File: src/rtl/uart_rx_fifo.sv
// uart_rx_fifo: 8N1 UART receiver feeding a first-word-fall-through byte FIFO.
// A start bit is confirmed at its midpoint, which rejects line glitches shorter
// than half a bit. Framing errors and FIFO overruns are reported as sticky flags.
//
// Read handshake: rd_valid means rd_data holds the oldest queued byte; a byte is
// consumed on a rising clk edge where rd_en and rd_valid are both 1. rd_en is
// ignored while rd_valid is 0. There is no backpressure on the serial side, so
// a byte completed while the FIFO is full and not being read is dropped.
module uart_rx_fifo #(
    parameter int CLK_FREQ   = 100000000,
    parameter int BAUD       = 115200,
    parameter int FIFO_DEPTH = 16
) (
    input  logic                          clk,
    input  logic                          rstn,
    input  logic                          rx,
    input  logic                          rd_en,
    output logic [7:0]                    rd_data,
    output logic                          rd_valid,
    output logic [$clog2(FIFO_DEPTH):0]   count,
    output logic                          frame_err,
    output logic                          overrun,
    input  logic                          clr_err,
    output logic [2:0]                    dbg_state_o
);

    localparam int DIV   = CLK_FREQ / BAUD;
    localparam int CNT_W = $clog2(DIV);
    localparam int AW    = $clog2(FIFO_DEPTH);
    localparam int PW    = AW + 1;

    localparam logic [CNT_W-1:0] DIV_M1  = CNT_W'(DIV - 1);
    localparam logic [CNT_W-1:0] HALF_M1 = CNT_W'(DIV / 2 - 1);
    localparam logic [PW-1:0]    DEPTH_P = PW'(FIFO_DEPTH);

    typedef enum logic [2:0] {
        S_IDLE      = 3'd0,
        S_START     = 3'd1,
        S_DATA      = 3'd2,
        S_STOP      = 3'd3,
        S_WAIT_IDLE = 3'd4
    } state_t;

    // Synchroniser
    logic rx_meta_q;
    logic rxs_q;

    // Receiver
    state_t           state_q, state_d;
    logic [CNT_W-1:0] cnt_q, cnt_d;
    logic [2:0]       bit_idx_q, bit_idx_d;
    logic [7:0]       shift_q, shift_d;
    logic             baud_tick;
    logic             push;
    logic             fe_set;

    // FIFO
    logic [7:0]    mem_q [FIFO_DEPTH];
    logic [PW-1:0] wr_ptr_q, wr_ptr_d;
    logic [PW-1:0] rd_ptr_q, rd_ptr_d;
    logic          fifo_full;
    logic          pop;
    logic          push_ok;
    logic          ovr_set;

    // Flags
    logic frame_err_q, frame_err_d;
    logic overrun_q, overrun_d;

    // Two-flop synchroniser for the asynchronous line; idles high out of reset.
    always_ff @(posedge clk) begin
        if (!rstn) begin
            rx_meta_q <= 1'b1;
            rxs_q     <= 1'b1;
        end else begin
            rx_meta_q <= rx;
            rxs_q     <= rx_meta_q;
        end
    end

    assign baud_tick = (cnt_q == '0);

    // Receiver state register; reset drops any partially received byte.
    always_ff @(posedge clk) begin
        if (!rstn) begin
            state_q   <= S_IDLE;
            cnt_q     <= '0;
            bit_idx_q <= '0;
            shift_q   <= '0;
        end else begin
            state_q   <= state_d;
            cnt_q     <= cnt_d;
            bit_idx_q <= bit_idx_d;
            shift_q   <= shift_d;
        end
    end

    // Receiver next-state: bit sampling at mid-bit via the down-counting baud timer.
    always_comb begin
        state_d   = state_q;
        cnt_d     = cnt_q;
        bit_idx_d = bit_idx_q;
        shift_d   = shift_q;
        push      = 1'b0;
        fe_set    = 1'b0;
        case (state_q)
            S_IDLE: begin
                if (!rxs_q) begin
                    state_d = S_START;
                    cnt_d   = HALF_M1;
                end
            end
            S_START: begin
                if (baud_tick) begin
                    if (!rxs_q) begin
                        state_d   = S_DATA;
                        bit_idx_d = 3'd0;
                        cnt_d     = DIV_M1;
                    end else begin
                        // Line went back high before mid-start: a glitch.
                        state_d = S_IDLE;
                    end
                end else begin
                    cnt_d = cnt_q - CNT_W'(1);
                end
            end
            S_DATA: begin
                if (baud_tick) begin
                    shift_d[bit_idx_q] = rxs_q;
                    cnt_d              = DIV_M1;
                    if (bit_idx_q == 3'd7) begin
                        state_d = S_STOP;
                    end else begin
                        bit_idx_d = bit_idx_q + 3'd1;
                    end
                end else begin
                    cnt_d = cnt_q - CNT_W'(1);
                end
            end
            S_STOP: begin
                if (baud_tick) begin
                    if (rxs_q) begin
                        push    = 1'b1;
                        state_d = S_IDLE;
                    end else begin
                        fe_set  = 1'b1;
                        state_d = S_WAIT_IDLE;
                    end
                end else begin
                    cnt_d = cnt_q - CNT_W'(1);
                end
            end
            S_WAIT_IDLE: begin
                // Hold off while the line is in a break condition.
                if (rxs_q) begin
                    state_d = S_IDLE;
                end
            end
            default: begin
                state_d = S_IDLE;
            end
        endcase
    end

    assign dbg_state_o = state_q;

    // FIFO control: a pop frees a slot in the same cycle, so push+pop when full succeeds.
    assign count     = wr_ptr_q - rd_ptr_q;
    assign rd_valid  = (count != '0);
    assign fifo_full = (count == DEPTH_P);
    assign pop       = rd_en & rd_valid;
    assign push_ok   = push & (~fifo_full | pop);
    assign ovr_set   = push & fifo_full & ~pop;
    assign rd_data   = rd_valid ? mem_q[rd_ptr_q[AW-1:0]] : 8'h00;

    // Pointer next-state; the extra MSB distinguishes full from empty.
    always_comb begin
        wr_ptr_d = wr_ptr_q;
        rd_ptr_d = rd_ptr_q;
        if (push_ok) begin
            wr_ptr_d = wr_ptr_q + PW'(1);
        end
        if (pop) begin
            rd_ptr_d = rd_ptr_q + PW'(1);
        end
    end

    // FIFO pointer registers.
    always_ff @(posedge clk) begin
        if (!rstn) begin
            wr_ptr_q <= '0;
            rd_ptr_q <= '0;
        end else begin
            wr_ptr_q <= wr_ptr_d;
            rd_ptr_q <= rd_ptr_d;
        end
    end

    // Storage array; contents are don't-care until written, so no reset.
    always_ff @(posedge clk) begin
        if (push_ok) begin
            mem_q[wr_ptr_q[AW-1:0]] <= shift_q;
        end
    end

    // Sticky flag next-state: a new error in the same cycle as clr_err wins.
    always_comb begin
        frame_err_d = (frame_err_q & ~clr_err) | fe_set;
        overrun_d   = (overrun_q & ~clr_err) | ovr_set;
    end

    // Sticky flag registers.
    always_ff @(posedge clk) begin
        if (!rstn) begin
            frame_err_q <= 1'b0;
            overrun_q   <= 1'b0;
        end else begin
            frame_err_q <= frame_err_d;
            overrun_q   <= overrun_d;
        end
    end

    assign frame_err = frame_err_q;
    assign overrun   = overrun_q;

endmodule

File: config.mk
export PLATFORM = sky130hd
export DESIGN_NAME = uart_rx_fifo
export DESIGN_NICKNAME = d
export VERILOG_FILES = /design/src/rtl/uart_rx_fifo.sv
export SDC_FILE = /design/constraint.sdc
export NUM_CORES = 1
export LEC_CHECK = 0
export CAP_MARGIN = 20
export CORE_MARGIN = 8
export CORE_UTILIZATION = 55
export CTS_CLUSTER_SIZE = 30
export DETAILED_ROUTE_END_ITERATION = 10
export PLACE_DENSITY = 0.76
export SETUP_SLACK_MARGIN = 0.5
export SYNTH_ARGS = -nofsm -noshare
export SYNTH_HDL_FRONTEND = slang
export SYNTH_SLANG_ARGS = --single-unit
File: constraint.sdc
create_clock -name clk -period 3.45 [get_ports clk]
set_input_delay 0.5175 -clock clk [delete_from_list [all_inputs] [get_ports clk]]
set_output_delay 0.5175 -clock clk [all_outputs]
set_load 0.03 [all_outputs]
==> impl_metrics.json, run 1 <==
{
  "vdd.ir_drop.worst_mv": 0.583,
  "min_period_over_period_pct": 89.2,
  "end_kind": "primary output",
  "p_comb_share_pct": 25.7,
  "firstDrtPassIters": 5,
  "ant_nets": 0,
  "grt_pass1_vias": 4369,
  "routedWlPerCell_um": 21.5,
  "whs_ns": 0.409,
  "synthTopCellsByArea": "edfxtp_1, mux4_2, dfxtp_1",
  "postPlaceCellArea_sq_mm": 0.00793,
  "wl_met1_um": 6190,
  "status": "finished clean",
  "setup_violations": 0,
  "synth.avg_cell_area_sq_um": 15.5,
  "synth_edf_count": 128,
  "syn_nets": 496,
  "arrival_ns": 2.56,
  "tns_ns": 0,
  "async_flop_share_pct": 0,
  "slew_headroom_pct": 56.3,
  "skew_ns": 0.00933,
  "fmax_mhz": 325,
  "final_nets": 534,
  "yosysMostFrequentCell": "edfxtp_1",
  "synth.distinct_cells": 61,
  "r2r_slack_ns": 0.69,
  "num_rows": 42,
  "seq_area_frac_synth_pct": 63.5,
  "routabilityCongestion": 0.850,
  "port_buffers": 23,
  "wl_um": 15100,
  "power.density_mw_per_mm2": 640,
  "cap_violations": 0,
  "synth.top_cell.area_share_pct": 52.1,
  "stdcell_area_sq_mm": 0.00865,
  "htreeDepth": 4,
  "start_kind": "flop",
  "synth_warnings": 0,
  "clk_pin_slew_ns": 0.06,
  "via_per_inst": 6.13,
  "die_area_sq_mm": 0.0174,
  "p_total_mw": 5.54,
  "die_h_um": 132,
  "io_pins": 24,
  "top_layer": "met4",
  "grt_start_max_net_pins": 33,
  "wl_met3_um": 797,
  "critPathMaxFanout": 5,
  "grt_pass1_wl_um": 23600,
  "max_slew.worst_pin.slew_ns": 0.655,
  "core_sq_mm": 0.0132,
  "rsz0062_at_grt": "yes",
  "synth_commonest_cells": "edfxtp_1, dfxtp_1, mux4_2, nand2_1",
  "required_ns": 2.93,
  "grt_overflow": 0,
  "drc": 0,
  "cts.sinks": 170,
  "fillers": 887,
  "p_switching_mw": 1.59,
  "setup.worst_path.class": "flop to primary output",
  "antenna_cells": 0,
  "grt.total_usage_pct": 17.9,
  "yosys_register_bits": 170,
  "hp-class": "flop to flop",
  "final_core_util_pct": 65.6,
  "area_growth_syn_to_layout_pct": 17.3,
  "ys.flop_type": "edfxtp_1",
  "wl_met2_um": 7740,
  "first_iter_violations": 356,
  "hold_violations": 0,
  "internal-power_mw": 3.95,
  "dp_hpwl_um": 9910,
  "slew_viol_final": 0,
  "cts_tree": "yes",
  "numCtsBuffers": 17,
  "initial_core_util_pct": 55.9,
  "syn-cell-area_sq_mm": 0.00737,
  "clk_latency_ns": 0.42,
  "synth_top_cell_by_area": "edfxtp_1",
  "syn_inst": 477,
  "die_w_um": 132,
  "cts_hold_buf": 0,
  "clockBufferDepth": 2,
  "swShare_pct": 28.7,
  "power.sequential.fraction_pct": 41.3,
  "cts_root_buffer": "clkbuf_16",
  "power_frac_clock_pct": 32.9,
  "total_leakage_power_nw": 3.13,
  "num_vias": 4312,
  "finalWorstPathRequiredPeriod_ns": 3.08,
  "antenna_found_initial": 0,
  "drive_above_1_share_pct": 27.7
}
kinds of logic (layout without fill, tap and decap cells):
family / Yosys count / in the layout / synth area share [%]
flops: 170 / 170 / 63.5
simple gates: 131 / 131 / 10.6
mux: 58 / 58 / 14.7
compound gates: 54 / 54 / 5.45
buf+inv: 44 / 95 / 2.56
fa+ha+maj: 14 / 14 / 2.48
xor+xnor: 6 / 6 / 0.713
power by group through the flow:
stage / combinational [mW] / clock (mW) / sequential, mW
after floorplan: 0.895 / 0 / 2.28
after global placement: 1.23 / 0 / 2.33
after detailed placement: 1.25 / 0 / 2.33
after CTS: 1.38 / 1.84 / 2.29
after global routing: 1.52 / 1.92 / 2.30
final: 1.42 / 1.82 / 2.29
worst paths after layout:
check,from,endpoint,depth (start not counted)
setup reg to reg,cnt_q[0]$_SDFFE_PN0P_,mem_q[14][4]$_DFFE_PP_,8
hold / removal,rx_meta_q$_SDFF_PN1_,rxs_q$_SDFF_PN1_,1
hold reg to reg,rx_meta_q$_SDFF_PN1_,rxs_q$_SDFF_PN1_,1
setup / recovery,wr_ptr_q[0]$_SDFFE_PN0P_,rd_data[5],9
repair_timing:
action / CTS / global route
setup endpoints to repair: 140 / 139
buffers inserted: 5 / 4
resized for setup: 77 / 11
cloned: 1 / 0
pin swaps: 5 / 3
cell usage in the layout (no fill, tap or decap), types with 8 or more instances in the layout:
| master | netlist | layout |
|---|---|---|
| buf_4 | 3 | 22 |
| clkbuf_16 | 0 | 17 |
| a21oi_1 | 17 | 15 |
| nand2b_1 | 11 | 11 |
| clkdlybuf4s50_1 | 0 | 12 |
| nor2_1 | 13 | 13 |
| ha_1 | 13 | 12 |
| dfxtp_1 | 42 | 38 |
| mux2i_1 | 17 | 17 |
| inv_1 | 16 | 12 |
| edfxtp_1 | 128 | 128 |
| buf_6 | 0 | 8 |
| nand2_1 | 39 | 39 |
| mux4_2 | 40 | 40 |
stage by stage:
| stage | setup slack, ns | instances |
|---|---|---|
| 2_1_floorplan | 0.494 | 477 |
| 3_3_place_gp | 0.222 | 662 |
| 3_5_place_dp | 0.0918 | 662 |
| 4_1_cts | 0.347 | 700 |
| 5_1_grt | 0.306 | 704 |
| 6_report | 0.372 | 704 |
registers in the layout, summed over array words and instances (netlist names), 3 cells and up, named ones only:
signal       flops
mem_q          128
cnt_q           10
shift_q          8
rd_ptr_q         5
wr_ptr_q         5
bit_idx_q        3
dbg_state_o      3
final cells by class:
type	count	area (sq um)	area share (%)
sequential	170	4690	54.2
multi-input combinational	263	2660	30.7
timing repair buffer	47	453	5.23
clock buffer	20	447	5.16
tap	176	220	2.55
clock inverter	12	123	1.42
inverter	16	62.6	0.723
routing by layer:
metal,GRT usage [%],vias up
li1,-,1952
met1,21.4,2173
met2,30.0,154
met3,4.19,33
met4,8.93,0
met5,0,-
critical path, cell delays in order (launching register included):
cell and delay, ns:
dfxtp_2 0.35, inv_4 0.04, ha_4 0.15, fa_2 0.54, and3b_1 0.17, nand4b_1 0.19
a21oi_4 0.27, buf_6 0.19, nor2b_1 0.06, buf_4 0.16
Note: power is estimated with default switching activity, not from simulation.
==> run 2: changes to the inputs <==
--- a/config.mk
+++ b/config.mk
@@ -7,11 +7,12 @@
 export LEC_CHECK = 0
 export CAP_MARGIN = 20
 export CORE_MARGIN = 8
-export CORE_UTILIZATION = 55
+export CORE_UTILIZATION = 57
 export CTS_CLUSTER_SIZE = 30
 export DETAILED_ROUTE_END_ITERATION = 10
-export PLACE_DENSITY = 0.76
+export PLACE_DENSITY = 0.75
 export SETUP_SLACK_MARGIN = 0.5
+export SKIP_LAST_GASP = 1
 export SYNTH_ARGS = -nofsm -noshare
 export SYNTH_HDL_FRONTEND = slang
 export SYNTH_SLANG_ARGS = --single-unit
==> constraint.sdc (replaced) <==
create_clock -name clk -period 3.6 [get_ports clk]
set_input_delay 0.54 -clock clk [delete_from_list [all_inputs] [get_ports clk]]
set_output_delay 0.54 -clock clk [all_outputs]
set_load 0.03 [all_outputs]
==> impl_metrics.json, run 2 (synthesis results as in run 1) <==
{
  "final_common_cell": "edfxtp_1",
  "setup_violations": 0,
  "num_rows": 41,
  "layout_common_cells": "edfxtp_1, mux4_2, nand2_1, dfxtp_1, buf_4",
  "seq_area_sq_mm": 0.00469,
  "routedWlPerCell_um": 21.0,
  "drc": 0,
  "internal-power_mw": 3.71,
  "slew_headroom_pct": 56.0,
  "antenna_cells": 0,
  "clk_pin_slew_ns": 0.06,
  "final_nets": 531,
  "hp-class": "flop to flop",
  "power_frac_clock_pct": 34.5,
  "grt_start_max_net_pins": 33,
  "grt.total_usage_pct": 18.7,
  "cts.sinks": 170,
  "routabilityCongestion": 0.865,
  "hold_violations": 0,
  "slew_viol_final": 0,
  "finalWorstPathRequiredPeriod_ns": 3.07,
  "ant_nets": 0,
  "cts_hold_buf": 0,
  "fmax_mhz": 326,
  "crit_path_top_delay_cell": "fa_2",
  "critPathMaxFanout": 8,
  "core_sq_mm": 0.0126,
  "first_iter_violations": 418,
  "grt_overflow": 0,
  "drive_above_1_share_pct": 25.1,
  "startpoint": "wr_ptr_q[0]$_SDFFE_PN0P_",
  "total_leakage_power_nw": 3.10,
  "initial_core_util_pct": 58.4,
  "antenna_found_initial": 0,
  "end_kind": "primary output",
  "p_switching_mw": 1.51,
  "min_period_over_period_pct": 85.3,
  "cts_tree": "yes",
  "vdd.ir_drop.worst_mv": 0.651,
  "firstDrtPassIters": 4,
  "arrival_ns": 2.53,
  "wl_um": 14600,
  "via_per_inst": 6.05,
  "rsz0062_at_grt": "yes",
  "stdcell_area_sq_mm": 0.00855,
  "fillers": 884,
  "clockBufferDepth": 2,
  "num_vias": 4215,
  "io_pins": 24,
  "holdPathStages": 1,
  "power.density_mw_per_mm2": 611,
  "start_kind": "flop",
  "largest_reg_flops": 128,
  "max_stage_delay_ns": 0.58,
  "setup.worst_path.class": "flop to primary output",
  "dp_hpwl_um": 9300,
  "p_comb_share_pct": 23.6,
  "multi_input_comb_area_sq_mm": 0.00258,
  "hold_start": "rx_meta_q$_SDFF_PN1_",
  "die_w_um": 130,
  "r2r_cells": 11,
  "skew_ns": 0.00654,
  "required_ns": 3.06,
  "status": "finished clean",
  "cap_violations": 0,
  "area_growth_syn_to_layout_pct": 15.9,
  "grt_pass1_vias": 4200,
  "htreeDepth": 4,
  "port_buffers": 23,
  "max_slew.worst_pin.slew_ns": 0.659,
  "die_area_sq_mm": 0.0168,
  "swShare_pct": 28.9,
  "rr_startpoint": "wr_ptr_q[0]$_SDFFE_PN0P_",
  "numCtsBuffers": 17,
  "clk_latency_ns": 0.43,
  "cts_root_buffer": "clkbuf_16",
  "tns_ns": 0,
  "postPlaceCellArea_sq_mm": 0.00785,
  "die_h_um": 130,
  "power.sequential.fraction_pct": 41.9,
  "path_cells": "inv_6, ha_4, fa_2, nand3_1, a211o_1, a21oi_4, buf_8, nor2b_1, buf_4",
  "grt_pass1_wl_um": 23000
}
## run 2: power groups by stage
stage	logic [mW]	registers, mW	clock network, mW
6_report	1.23	2.19	1.80
5_1_grt	1.32	2.20	1.89
4_1_cts	1.15	2.19	1.83
3_5_place_dp	1.14	2.23	0
3_3_place_gp	1.12	2.23	0
2_1_floorplan	0.824	2.19	0
## run 2: repair_timing
item / 4_1_cts / 5_1_grt
setup endpoints to repair: 97 / 11
buffers inserted: 3 / 4
cloned: 0 / 0
pin swaps: 2 / 2
gates resized for setup: 46 / 35
hold endpoints to repair: 0 / 0
## run 2: area by class of cell
type,instances,area share (%)
well taps,172,2.52
repair buffers,44,4.73
clock inverters,15,1.95
flip-flops and latches,170,54.9
clock buffers,17,4.98
multi-input cells,263,30.2
inverters,16,0.761
## run 2: per-stage QoR
step,cells,hold slack (ns),worst slack (ns),utilization [%],power (mW)
2_1_floorplan,477,0.386,0.407,-,3.01
3_3_place_gp,658,0.392,0.245,62.2,3.35
3_5_place_dp,658,0.401,0.133,62.2,3.37
4_1_cts,693,0.416,0.522,67.0,5.17
5_1_grt,697,0.427,0.430,67.7,5.41
6_report,697,0.415,0.531,67.7,5.22
## run 2: critical path, delay by kind of cell (launching register included)
kind / cells / cell delay, ns
adders and majority gates: 2 / 0.74
and+or+nand+nor: 2 / 0.13
DFF: 1 / 0.37
AOI/OAI and AO/OA: 2 / 0.49
buffers and inverters: 3 / 0.36
## run 2: per-layer routing
metal | wire, um | vias to the layer above | GRT usage (%)
li1 | - | 1945 | -
met1 | 6100 | 2154 | 22.6
met2 | 7720 | 97 | 32.1
met3 | 599 | 19 | 4.20
met4 | 201 | 0 | 7.38
met5 | 0 | - | 0
## run 2: worst paths after layout
path	end	slack [ns]
worst max-delay path	rd_data[5]	0.53
worst min-delay path	rxs_q$_SDFF_PN1_	0.41
worst max register to register	mem_q[5][1]$_DFFE_PP_	0.61
worst min register to register	rxs_q$_SDFF_PN1_	0.41
==> run 3: changes to the inputs <==
==> constraint.sdc (replaced) <==
create_clock -name clk -period 3.12 [get_ports clk]
set_input_delay 0.468 -clock clk [delete_from_list [all_inputs] [get_ports clk]]
set_output_delay 0.468 -clock clk [all_outputs]
set_load 0.03 [all_outputs]
==> impl_metrics.json, run 3 (synthesis results as in run 1) <==
{
  "io_pins": 24,
  "setup.worst_path.class": "flop to primary output",
  "grt.total_usage_pct": 18.8,
  "htreeDepth": 4,
  "power_frac_clock_pct": 33.4,
  "clk_latency_ns": 0.43,
  "fmax_mhz": 339,
  "path_cells": "inv_2, ha_4, fa_2, nand3_1, a211o_1, a21oi_2, buf_6, nor2b_1, buf_4",
  "min_period_over_period_pct": 94.5,
  "postPlaceCellArea_sq_mm": 0.00803,
  "core_sq_mm": 0.0126,
  "skew_ns": 0.0101,
  "stdcell_area_sq_mm": 0.00874,
  "die_h_um": 130,
  "routedWlPerCell_um": 20.7,
  "rsz0062_at_grt": "yes",
  "vdd.ir_drop.worst_mv": 0.634,
  "wl_met2_um": 7370,
  "start_kind": "flop",
  "p_comb_share_pct": 25.3,
  "drive_above_1_share_pct": 28.6,
  "cts_root_buffer": "clkbuf_16",
  "r2r_slack_ns": 0.38,
  "final_nets": 538,
  "wl_met1_um": 6340,
  "clockBufferDepth": 2,
  "dp_hpwl_um": 9650,
  "num_rows": 41,
  "path_depth": 9,
  "fillers": 853,
  "place_inst": 663,
  "cts_tree": "yes",
  "layout_common_cells": "edfxtp_1, mux4_2, dfxtp_1",
  "finalWorstPathRequiredPeriod_ns": 2.95,
  "wl_um": 14600,
  "rr_startpoint": "wr_ptr_q[0]$_SDFFE_PN0P_",
  "path_buf_inv": 3,
  "antenna_found_initial": 0,
  "numCtsBuffers": 17,
  "endpoint": "rd_data[7]",
  "largest_reg_flops": 128,
  "p_switching_mw": 1.84,
  "port_buffers": 23,
  "cts.sinks": 170,
  "startpoint": "wr_ptr_q[0]$_SDFFE_PN0P_",
  "first_iter_violations": 273,
  "cap_violations": 0,
  "die_area_sq_mm": 0.0168,
  "clk_pin_slew_ns": 0.07,
  "ant_nets": 0,
  "grt_start_max_net_pins": 33,
  "max_stage_delay_ns": 0.55,
  "critPathMaxFanout": 9,
  "grt_overflow": 0,
  "die_w_um": 130,
  "firstDrtPassIters": 5,
  "status": "finished clean",
  "whs_ns": 0.421,
  "p_total_mw": 6.16,
  "total_leakage_power_nw": 3.14,
  "required_ns": 2.65,
  "hold_violations": 0,
  "cts_hold_buf": 0,
  "setup_violations": 0,
  "hp-class": "flop to flop",
  "power.density_mw_per_mm2": 705,
  "max_slew.worst_pin.slew_ns": 0.656,
  "critPathTopFamily": "adder cells",
  "routabilityCongestion": 0.838,
  "arrival_ns": 2.48,
  "finalNonFillerCells": 704,
  "wl_met3_um": 661,
  "slew_viol_final": 0,
  "grt_pass1_vias": 4252,
  "slew_headroom_pct": 55.1,
  "area_growth_syn_to_layout_pct": 18.5,
  "via_per_inst": 5.99,
  "timing.rr.end": "mem_q[0][7]$_DFFE_PP_",
  "internal-power_mw": 4.31,
  "final_common_cell": "edfxtp_1",
  "num_vias": 4216,
  "tns_ns": 0,
  "drc": 0,
  "grt_pass1_wl_um": 23500,
  "crit_path_top_delay_cell": "fa_2",
  "antenna_cells": 0,
  "swShare_pct": 30.0,
  "end_kind": "primary output",
  "power.sequential.fraction_pct": 41.2,
  "r2r_cells": 13,
  "top_layer": "met4",
  "initial_core_util_pct": 58.4
}
run 3: changes by cell type in the layout (fill, tap and decap cells not counted), sizes merged, moves of 2 or more:
cell | previous run | this run
buf | 30 | 38
clkdlybuf4s50 | 13 | 10
clkinv | 7 | 5
dlygate4sd2 | 0 | 2
inv | 20 | 23
run 3: how the worst min path moves through the flow:
stage	startpoint	to	slack, ns	cells after the start
floorplan	rx_meta_q$_SDFF_PN1_	rxs_q$_SDFF_PN1_	0.39	1
global placement	rx_meta_q$_SDFF_PN1_	rxs_q$_SDFF_PN1_	0.39	1
detailed placement	rx_meta_q$_SDFF_PN1_	rxs_q$_SDFF_PN1_	0.40	1
CTS	rx_meta_q$_SDFF_PN1_	rxs_q$_SDFF_PN1_	0.42	1
global route	rx_meta_q$_SDFF_PN1_	rxs_q$_SDFF_PN1_	0.44	1
finish	rx_meta_q$_SDFF_PN1_	rxs_q$_SDFF_PN1_	0.42	1
run 3: area by class of cell:
| class | count | area [sq um] | share of cell area, % |
|---|---|---|---|
| Sequential cell | 170 | 4690 | 53.7 |
| Multi-Input combinational cell | 263 | 2700 | 30.9 |
| Timing Repair Buffer | 51 | 484 | 5.54 |
| Clock buffer | 17 | 425 | 4.87 |
| Tap cell | 172 | 215 | 2.46 |
| Clock inverter | 15 | 159 | 1.82 |
| Inverter | 16 | 62.6 | 0.716 |
run 3: power by group through the flow:
| stage | combinational, mW | clock [mW] | sequential (mW) |
|---|---|---|---|
| floorplan | 1.04 | 0 | 2.53 |
| global placement | 1.45 | 0 | 2.58 |
| detailed placement | 1.48 | 0 | 2.58 |
| CTS | 1.52 | 2.08 | 2.54 |
| global route | 1.68 | 2.17 | 2.55 |
| finish | 1.56 | 2.06 | 2.54 |
run 3: worst register-to-register path, delay by kind of cell (launching register included):
| kind | cells | cell delay (ns) |
|---|---|---|
| buf+inv | 6 | 0.67 |
| fa+ha+maj | 2 | 0.49 |
| simple gates | 2 | 0.39 |
| compound gates | 2 | 0.39 |
| flops | 1 | 0.33 |
| xor+xnor | 1 | 0.19 |
run 3: repair_timing:
action	4_1_cts	5_1_grt
buffers inserted	6	3
gates resized for setup	70	5
endpoints found under the setup margin	141	142
pin swaps	3	1
run 3: stage by stage:
step           setup slack [ns]  util [%]
2_1_floorplan             0.373         -
3_3_place_gp             0.0787      63.6
3_5_place_dp             0.0420      63.6
4_1_cts                   0.166      68.9
5_1_grt                  0.0805      69.2
6_report                  0.171      69.2
run 3: per-layer routing:
metal | track usage (%) | up-vias
met5 | 0 | -
met4 | 6.35 | 0
met3 | 4.69 | 13
met2 | 31.3 | 102
met1 | 23.6 | 2140
li1 | - | 1961
